==> src/rtl/sign_monitor.sv <==
// Sign-state monitor: tracks the sign of a qualified sample stream, its run
// length, direct sign flips, per-sign sample counts and a sticky exclusivity fault.
module sign_monitor #(
    parameter int RUN_W     = 8,
    parameter int RUN_LIMIT = 16
) (
    input  logic             clk,
    input  logic             rst_n,
    input  logic             valid_i,
    input  logic             positive_flag,
    input  logic             negative_flag,
    input  logic             clear_i,
    output logic [1:0]       state_o,
    output logic [RUN_W-1:0] run_len_o,
    output logic             sign_change_o,
    output logic             run_alarm_o,
    output logic             fault_o,
    output logic [15:0]      pos_count_o,
    output logic [15:0]      neg_count_o
);

    localparam logic [1:0]       ST_ZERO  = 2'd0;
    localparam logic [1:0]       ST_POS   = 2'd1;
    localparam logic [1:0]       ST_NEG   = 2'd2;
    localparam logic [1:0]       ST_FAULT = 2'd3;
    localparam logic [RUN_W-1:0] RUN_MAX  = '1;
    localparam logic [RUN_W-1:0] RUN_THR  = RUN_W'(RUN_LIMIT);

    logic [1:0]       state_q, state_d;
    logic [RUN_W-1:0] run_len_q, run_len_d;
    logic             sign_change_q, sign_change_d;
    logic             fault_q, fault_d;
    logic [15:0]      pos_cnt_q, pos_cnt_d;
    logic [15:0]      neg_cnt_q, neg_cnt_d;
    logic             ready_q, ready_d;

    logic [1:0] cls;
    logic       accept;

    // Flag pair maps straight onto the state encoding: {neg,pos} = 01 POS, 10 NEG, 00 ZERO, 11 FAULT.
    assign cls    = {negative_flag, positive_flag};
    // ready_q holds samples off on the edge that releases reset.
    assign accept = valid_i && ready_q && (state_q != ST_FAULT);

    always_ff @(posedge clk or negedge rst_n) begin
        if (!rst_n) begin
            state_q       <= ST_ZERO;
            run_len_q     <= '0;
            sign_change_q <= 1'b0;
            fault_q       <= 1'b0;
            pos_cnt_q     <= '0;
            neg_cnt_q     <= '0;
            ready_q       <= 1'b0;
        end else begin
            state_q       <= state_d;
            run_len_q     <= run_len_d;
            sign_change_q <= sign_change_d;
            fault_q       <= fault_d;
            pos_cnt_q     <= pos_cnt_d;
            neg_cnt_q     <= neg_cnt_d;
            ready_q       <= ready_d;
        end
    end

    // Next-state logic: a fresh run starts from 0, so the first sample after
    // reset or clear lands on run length 1 even when the class matches ZERO.
    always_comb begin
        state_d       = state_q;
        run_len_d     = run_len_q;
        sign_change_d = 1'b0;
        fault_d       = fault_q;
        pos_cnt_d     = pos_cnt_q;
        neg_cnt_d     = neg_cnt_q;
        ready_d       = 1'b1;

        if (clear_i) begin
            state_d   = ST_ZERO;
            run_len_d = '0;
            fault_d   = 1'b0;
            pos_cnt_d = '0;
            neg_cnt_d = '0;
        end else if (accept) begin
            if (cls == ST_FAULT) begin
                state_d   = ST_FAULT;
                fault_d   = 1'b1;
                run_len_d = '0;
            end else begin
                state_d       = cls;
                sign_change_d = ((state_q == ST_POS) && (cls == ST_NEG)) ||
                                ((state_q == ST_NEG) && (cls == ST_POS));
                if (cls == state_q) begin
                    run_len_d = (run_len_q == RUN_MAX) ? run_len_q : run_len_q + 1'b1;
                end else begin
                    run_len_d = RUN_W'(1);
                end
                if (cls == ST_POS) pos_cnt_d = pos_cnt_q + 16'd1;
                if (cls == ST_NEG) neg_cnt_d = neg_cnt_q + 16'd1;
            end
        end
    end

    always_comb begin
        state_o       = state_q;
        run_len_o     = run_len_q;
        sign_change_o = sign_change_q;
        fault_o       = fault_q;
        pos_count_o   = pos_cnt_q;
        neg_count_o   = neg_cnt_q;
        run_alarm_o   = ((state_q == ST_POS) || (state_q == ST_NEG)) && (run_len_q >= RUN_THR);
    end

endmodule

==> config.mk <==
export PLATFORM = sky130hd
export DESIGN_NAME = sign_monitor
export DESIGN_NICKNAME = d
export VERILOG_FILES = /design/src/rtl/sign_monitor.sv
export SDC_FILE = /design/constraint.sdc
export NUM_CORES = 1
export LEC_CHECK = 0
export CORE_MARGIN = 5
export CORE_UTILIZATION = 52
export DETAILED_ROUTE_END_ITERATION = 8
export PLACE_DENSITY_LB_ADDON = 0.1
export REMOVE_ABC_BUFFERS = 1
export SLEW_MARGIN = 5
export SYNTH_ARGS = -nofsm -noshare
export SYNTH_HDL_FRONTEND = slang
export SYNTH_SLANG_ARGS = --single-unit
==> constraint.sdc <==
create_clock -name clk -period 2.44 [get_ports clk]
set_clock_uncertainty 0.15 [all_clocks]
set_input_delay 0.488 -clock clk [delete_from_list [all_inputs] [get_ports clk]]
set_output_delay 0.488 -clock clk [all_outputs]
set_load 0.02 [all_outputs]
Word level (Yosys, flattened, before mapping)
Index checks and enable logic that the tools add are counted.
Widths: inputs -> output; s select.
{"block": "word_totals", "reg_bits": 45, "out_inout_bits": 45, "word_cells": 58, "rom_bits": 0, "ramBits": 0, "latch_bits": 0, "n_memories": 0}
{"block": "classes", "eq_ne": 10, "multipliers": 0, "div_mod_pow": 0, "shifts": 0, "n_lt_le_gt_ge": 1, "n_mux": 22, "addsub": 3, "bitwise_logic": 0, "reduce_logical": 15}
{"op": "$mux 16", "n": 8}
{"op": "$mux 8", "n": 5}
{"op": "$add 16x1->16 const B", "n": 2}
{"op": "$add 8x1->8 const B", "n": 1}
{"op": "$eq 8x8->1 const B", "n": 1}
{"op": "$ge 8x5->1 const B", "n": 1}
{"op": "$reduce_bool 2->1", "n": 4}
{"op": "$eq 2x2->1 const B", "n": 3}
{"op": "$mux 1", "n": 6}
{"op": "$mux 2", "n": 3}
{"op": "$reduce_and 3->1", "n": 2}
{"op": "$logic_and 1x1->1", "n": 5}
{"op": "$eq 2x1->1 const B", "n": 2}
{"op": "$ne 2x2->1 const B", "n": 2}
{"op": "$ne 4x4->1 const B", "n": 1}
{"op": "$reduce_and 2->1", "n": 2}
{"op": "$eq 2x2->1", "n": 1}
{"op": "$logic_or 1x1->1", "n": 2}

Longest topological paths before layout
Gate-level depths: netlist (run 1).
{"block": "depth", "word_depth": 6, "depth_mapped": 7, "depth_no_buf": 5}

Worst setup path before layout (run 1)
OpenSTA, ideal clock, no wires.
{"block": "synth_path", "kind": "register to register", "startpoint": "register state_q[1], in the netlist state_o[1]", "endpoint": "register pos_cnt_q[14], in the netlist pos_count_o[14]", "setup_time_ps": 77, "setup_slack_ps": 395, "synth_period_minus_slack_ps": 2045, "arrival_time_ps": 1818, "path_stages_with_launch": 7, "path_buffers": 1, "path_cell_list": "dfrtp_1 -> ha_1 -> and3b_1 -> buf_6 -> a21oi_1 -> or4_1 -> a21oi_1"}
{"block": "synth_via", "elab_chain_len": 4}
{"item": "start, declared", "line": "29", "text": "logic [1:0] state_q, state_d;"}
{"item": "start signal, assigned", "line": "55", "text": "state_q <= state_d;"}
{"item": "$ne 2x2->1", "line": "43", "text": "assign accept = valid_i && ready_q && (state_q != ST_FAULT);"}
{"item": "$logic_and 1x1->1", "line": "43"}
{"item": "$reduce_bool 2->1 (no line)"}
{"item": "$reduce_and 3->1 (no line)"}
{"item": "end signal, assigned", "line": "59", "text": "pos_cnt_q <= pos_cnt_d;"}
{"item": "end, declared", "line": "33", "text": "logic [15:0] pos_cnt_q, pos_cnt_d;"}
No other way between the ends.
A chain may end at the register's enable or synchronous reset.

Final worst setup path (run 1)
{"block": "layout_path", "startpoint": "register state_q[0], in the netlist state_o[0]", "endpoint": "register pos_cnt_q[12], in the netlist pos_count_o[12]"}
Same word-level chain as after synthesis.

==> flow_metrics.tcl, run 1 <==
set metrics [dict create \
    drc_errors 0 \
    grt.overflow.total 0 \
    core_um2 4750 \
    hold_violations 0 \
    ys_ff_latch 45 \
    final_area_um2 3250 \
    critPathMaxStageDelay_ps 460 \
    clkSinkCount 45 \
    ys_warn_count 0 \
    syn_to_final_growth_pct 26.3 \
    ioPinCount 51 \
    critPathBufInv 0 \
    slew_viol_final 0 \
    powerDensity_nw_per_um2 437 \
    final.period_utilization 0.882 \
    cts_max_level 2 \
    async_flop_share 1.00 \
    grt_max_degree 46 \
    track_usage 0.198 \
    cp.required_ps 2480 \
    clk_pin_slew_worst_paths_ps 90 \
    start_util 0.541 \
    final_cell_mix "clkdlybuf4s50_1 (48), dfrtp_1 (44), a21oi_1 (28), nor2_1 (21), nand2_1 (14)" \
    max_freq_ghz 0.465 \
    die_h_um 80.3 \
    min_path_type "in2async" \
    grt_first_pass_wirelength_um 10100 \
    ys_types 52 \
    ir_drop_uv 249 \
    cts_buffer_depth 2 \
    synthFlopType "dfrtp_1" \
    ctsHoldBuffers 0 \
    r2r-end "pos_count_o[12]" \
    first_pass_iters 4 \
    root_buffer "clkbuf_8" \
    synth-edff-count 0 \
    drt_wl_total_um 5770 \
    r2r_cells 5 \
    synth_cells 262 \
    dp_hpwl_um 4040 \
    maxCapViolCount 0 \
    worstMarginPinSlew_ps 570 \
    clk-insertion-delay-late_ps 300 \
    crit_family "simple AND/OR/NAND/NOR gates" \
    nets 332 \
    avgRoutedWirePerCell_um 14.9 \
    post_cts_resized 2 \
    setup_viol 0 \
    antenna_found_initial 0 \
    cts_tree "done" \
    antenna_left 0 \
    worstSetupPathType "reg2reg" \
    n_antenna_cell 0 \
    first_global_vias 2109 \
    synth.avg_cell_area_um2 9.81 \
    dieArea_um2 6450 \
    cts_setup_buffers 0 \
    critPathCaptureType "flop" \
    layout-drive-gt1-share 0.109 \
    cts-buffers-inserted 5 \
    layout_min_cycle_time_ps 2150 \
    slew_headroom 0.620 \
    vias_per_cell 5.70 \
    cp_slowest_cell "dfrtp_2" \
    placement_rows 25 \
    syn_area_um2 2570 \
    startpoint_type "flop" \
    cp.arrival_ps 2190 \
    die_w_um 80.3 \
    status "complete, no violations" \
    dpl_cell_area_um2 3140 \
    crit_fanout 7 \
    r2r_start "state_o[0]" \
    yosysSeqAreaShare 0.438 \
    place_congestion 0.833 \
    p_leak_uw 0.00131 \
    portBuffers 50 \
    vias 2207 \
    dr.first_iter.drc_count 100 \
    path_cells "ha_1, and3b_1, a21oi_1, nor3b_1, mux2_2" \
    fin_tns_setup_ps 0 \
    rrSetupSlack_ps 290 \
    fin_util 0.683 \
    final_common_cell "clkdlybuf4s50_1" \
    rsz0062_at_grt "no" \
]
## state kept, by name, summed over array words and instances, names as in the netlist
name / cells
neg_count_o: 16
pos_count_o: 16
run_len_o: 8
state_o: 2
fault_o: 1
ready_q: 1
sign_change_o: 1
## synth_stat cells (all sizes together), types with 3 or more instances
master / instances / area share
o21ai: 11 / 0.021
and3: 3 / 0.0073
xnor2: 5 / 0.017
mux2: 3 / 0.013
nand3: 12 / 0.023
inv: 7 / 0.010
o31ai: 11 / 0.032
nor2b: 5 / 0.018
or4: 10 / 0.029
ha: 7 / 0.034
a21oi: 29 / 0.061
or3: 8 / 0.019
nor2: 21 / 0.031
xor2: 6 / 0.020
nand2b: 3 / 0.0073
and4: 7 / 0.025
clkbuf: 5 / 0.012
nand4: 10 / 0.035
buf: 8 / 0.028
dfrtp: 45 / 0.44
nor3: 7 / 0.014
nand2: 14 / 0.020
## per-stage QoR
step,setup slack [ps],cells,power (uW),hold slack [ps]
2_1_floorplan,128,249,840,42.4
3_3_place_gp,93.3,379,921,361
3_5_place_dp,38.3,379,923,356
4_1_cts,275,387,1440,125
5_1_grt,99.4,387,1480,147
6_report,287,387,1420,100
## power by group
| group | switching [uW] | internal [uW] |
|---|---|---|
| clock | 253 | 256 |
| combinational | 89.6 | 56.0 |
| sequential | 9.69 | 753 |
## worst reg2reg max path, stage by stage, from the launching register on
cell	delay, ps
dfrtp_2	460
ha_1	210
and3b_1	390
a21oi_1	220
nor3b_1	260
mux2_2	360
## cell families after synthesis
group | count (synthesis) | synth area share
buf+inv | 20 | 0.0501
xor+xnor | 11 | 0.0375
other cells | 1 | 0.00146
fa+ha+maj | 7 | 0.0341
compound gates | 65 | 0.166
flops | 45 | 0.438
mux | 5 | 0.0209
simple gates | 108 | 0.252
## routing by layer
metal / share of wire / vias to the layer above / global-route usage / wire length (um)
li1: - / 1088 / - / -
met1: 0.45 / 1053 / 0.268 / 2600
met2: 0.49 / 57 / 0.320 / 2830
met3: 0.045 / 9 / 0.0426 / 258
met4: 0.013 / 0 / 0.0557 / 73
met5: 0 / - / 0 / 0
## layout make-up
class | instances | area [um^2]
Fill cell | 382 | 1510
Timing Repair Buffer | 63 | 592
Clock inverter | 1 | 5.00
Sequential cell | 45 | 1130
Multi-Input combinational cell | 197 | 1320
Tap cell | 67 | 83.8
Inverter | 7 | 26.3
Clock buffer | 7 | 96.3
## how the worst max path moves through the flow
stage                        startpoint               to  slack [ps]  depth (start not counted)
final                        state_o[0]  pos_count_o[12]         290                          5
after global routing         state_o[0]  pos_count_o[12]         100                          5
after CTS                    state_o[0]      run_alarm_o         270                          4
after detailed placement        valid_i   neg_count_o[5]          40                          5
after global placement    positive_flag   neg_count_o[5]          90                          6
after floorplan              state_o[0]  pos_count_o[14]         130                          5
Power figures use the tool's default switching activity.
==> run 2, diff against run 1 <==
--- a/config.mk
+++ b/config.mk
@@ -8,6 +8,7 @@
 export CORE_MARGIN = 5
 export CORE_UTILIZATION = 52
 export DETAILED_ROUTE_END_ITERATION = 8
+export GPL_TIMING_DRIVEN = 1
 export PLACE_DENSITY_LB_ADDON = 0.1
 export REMOVE_ABC_BUFFERS = 1
 export SLEW_MARGIN = 5
==> results of run 2 <==
Same layout as run 1: the final DEF is identical, and so are final timing and power.
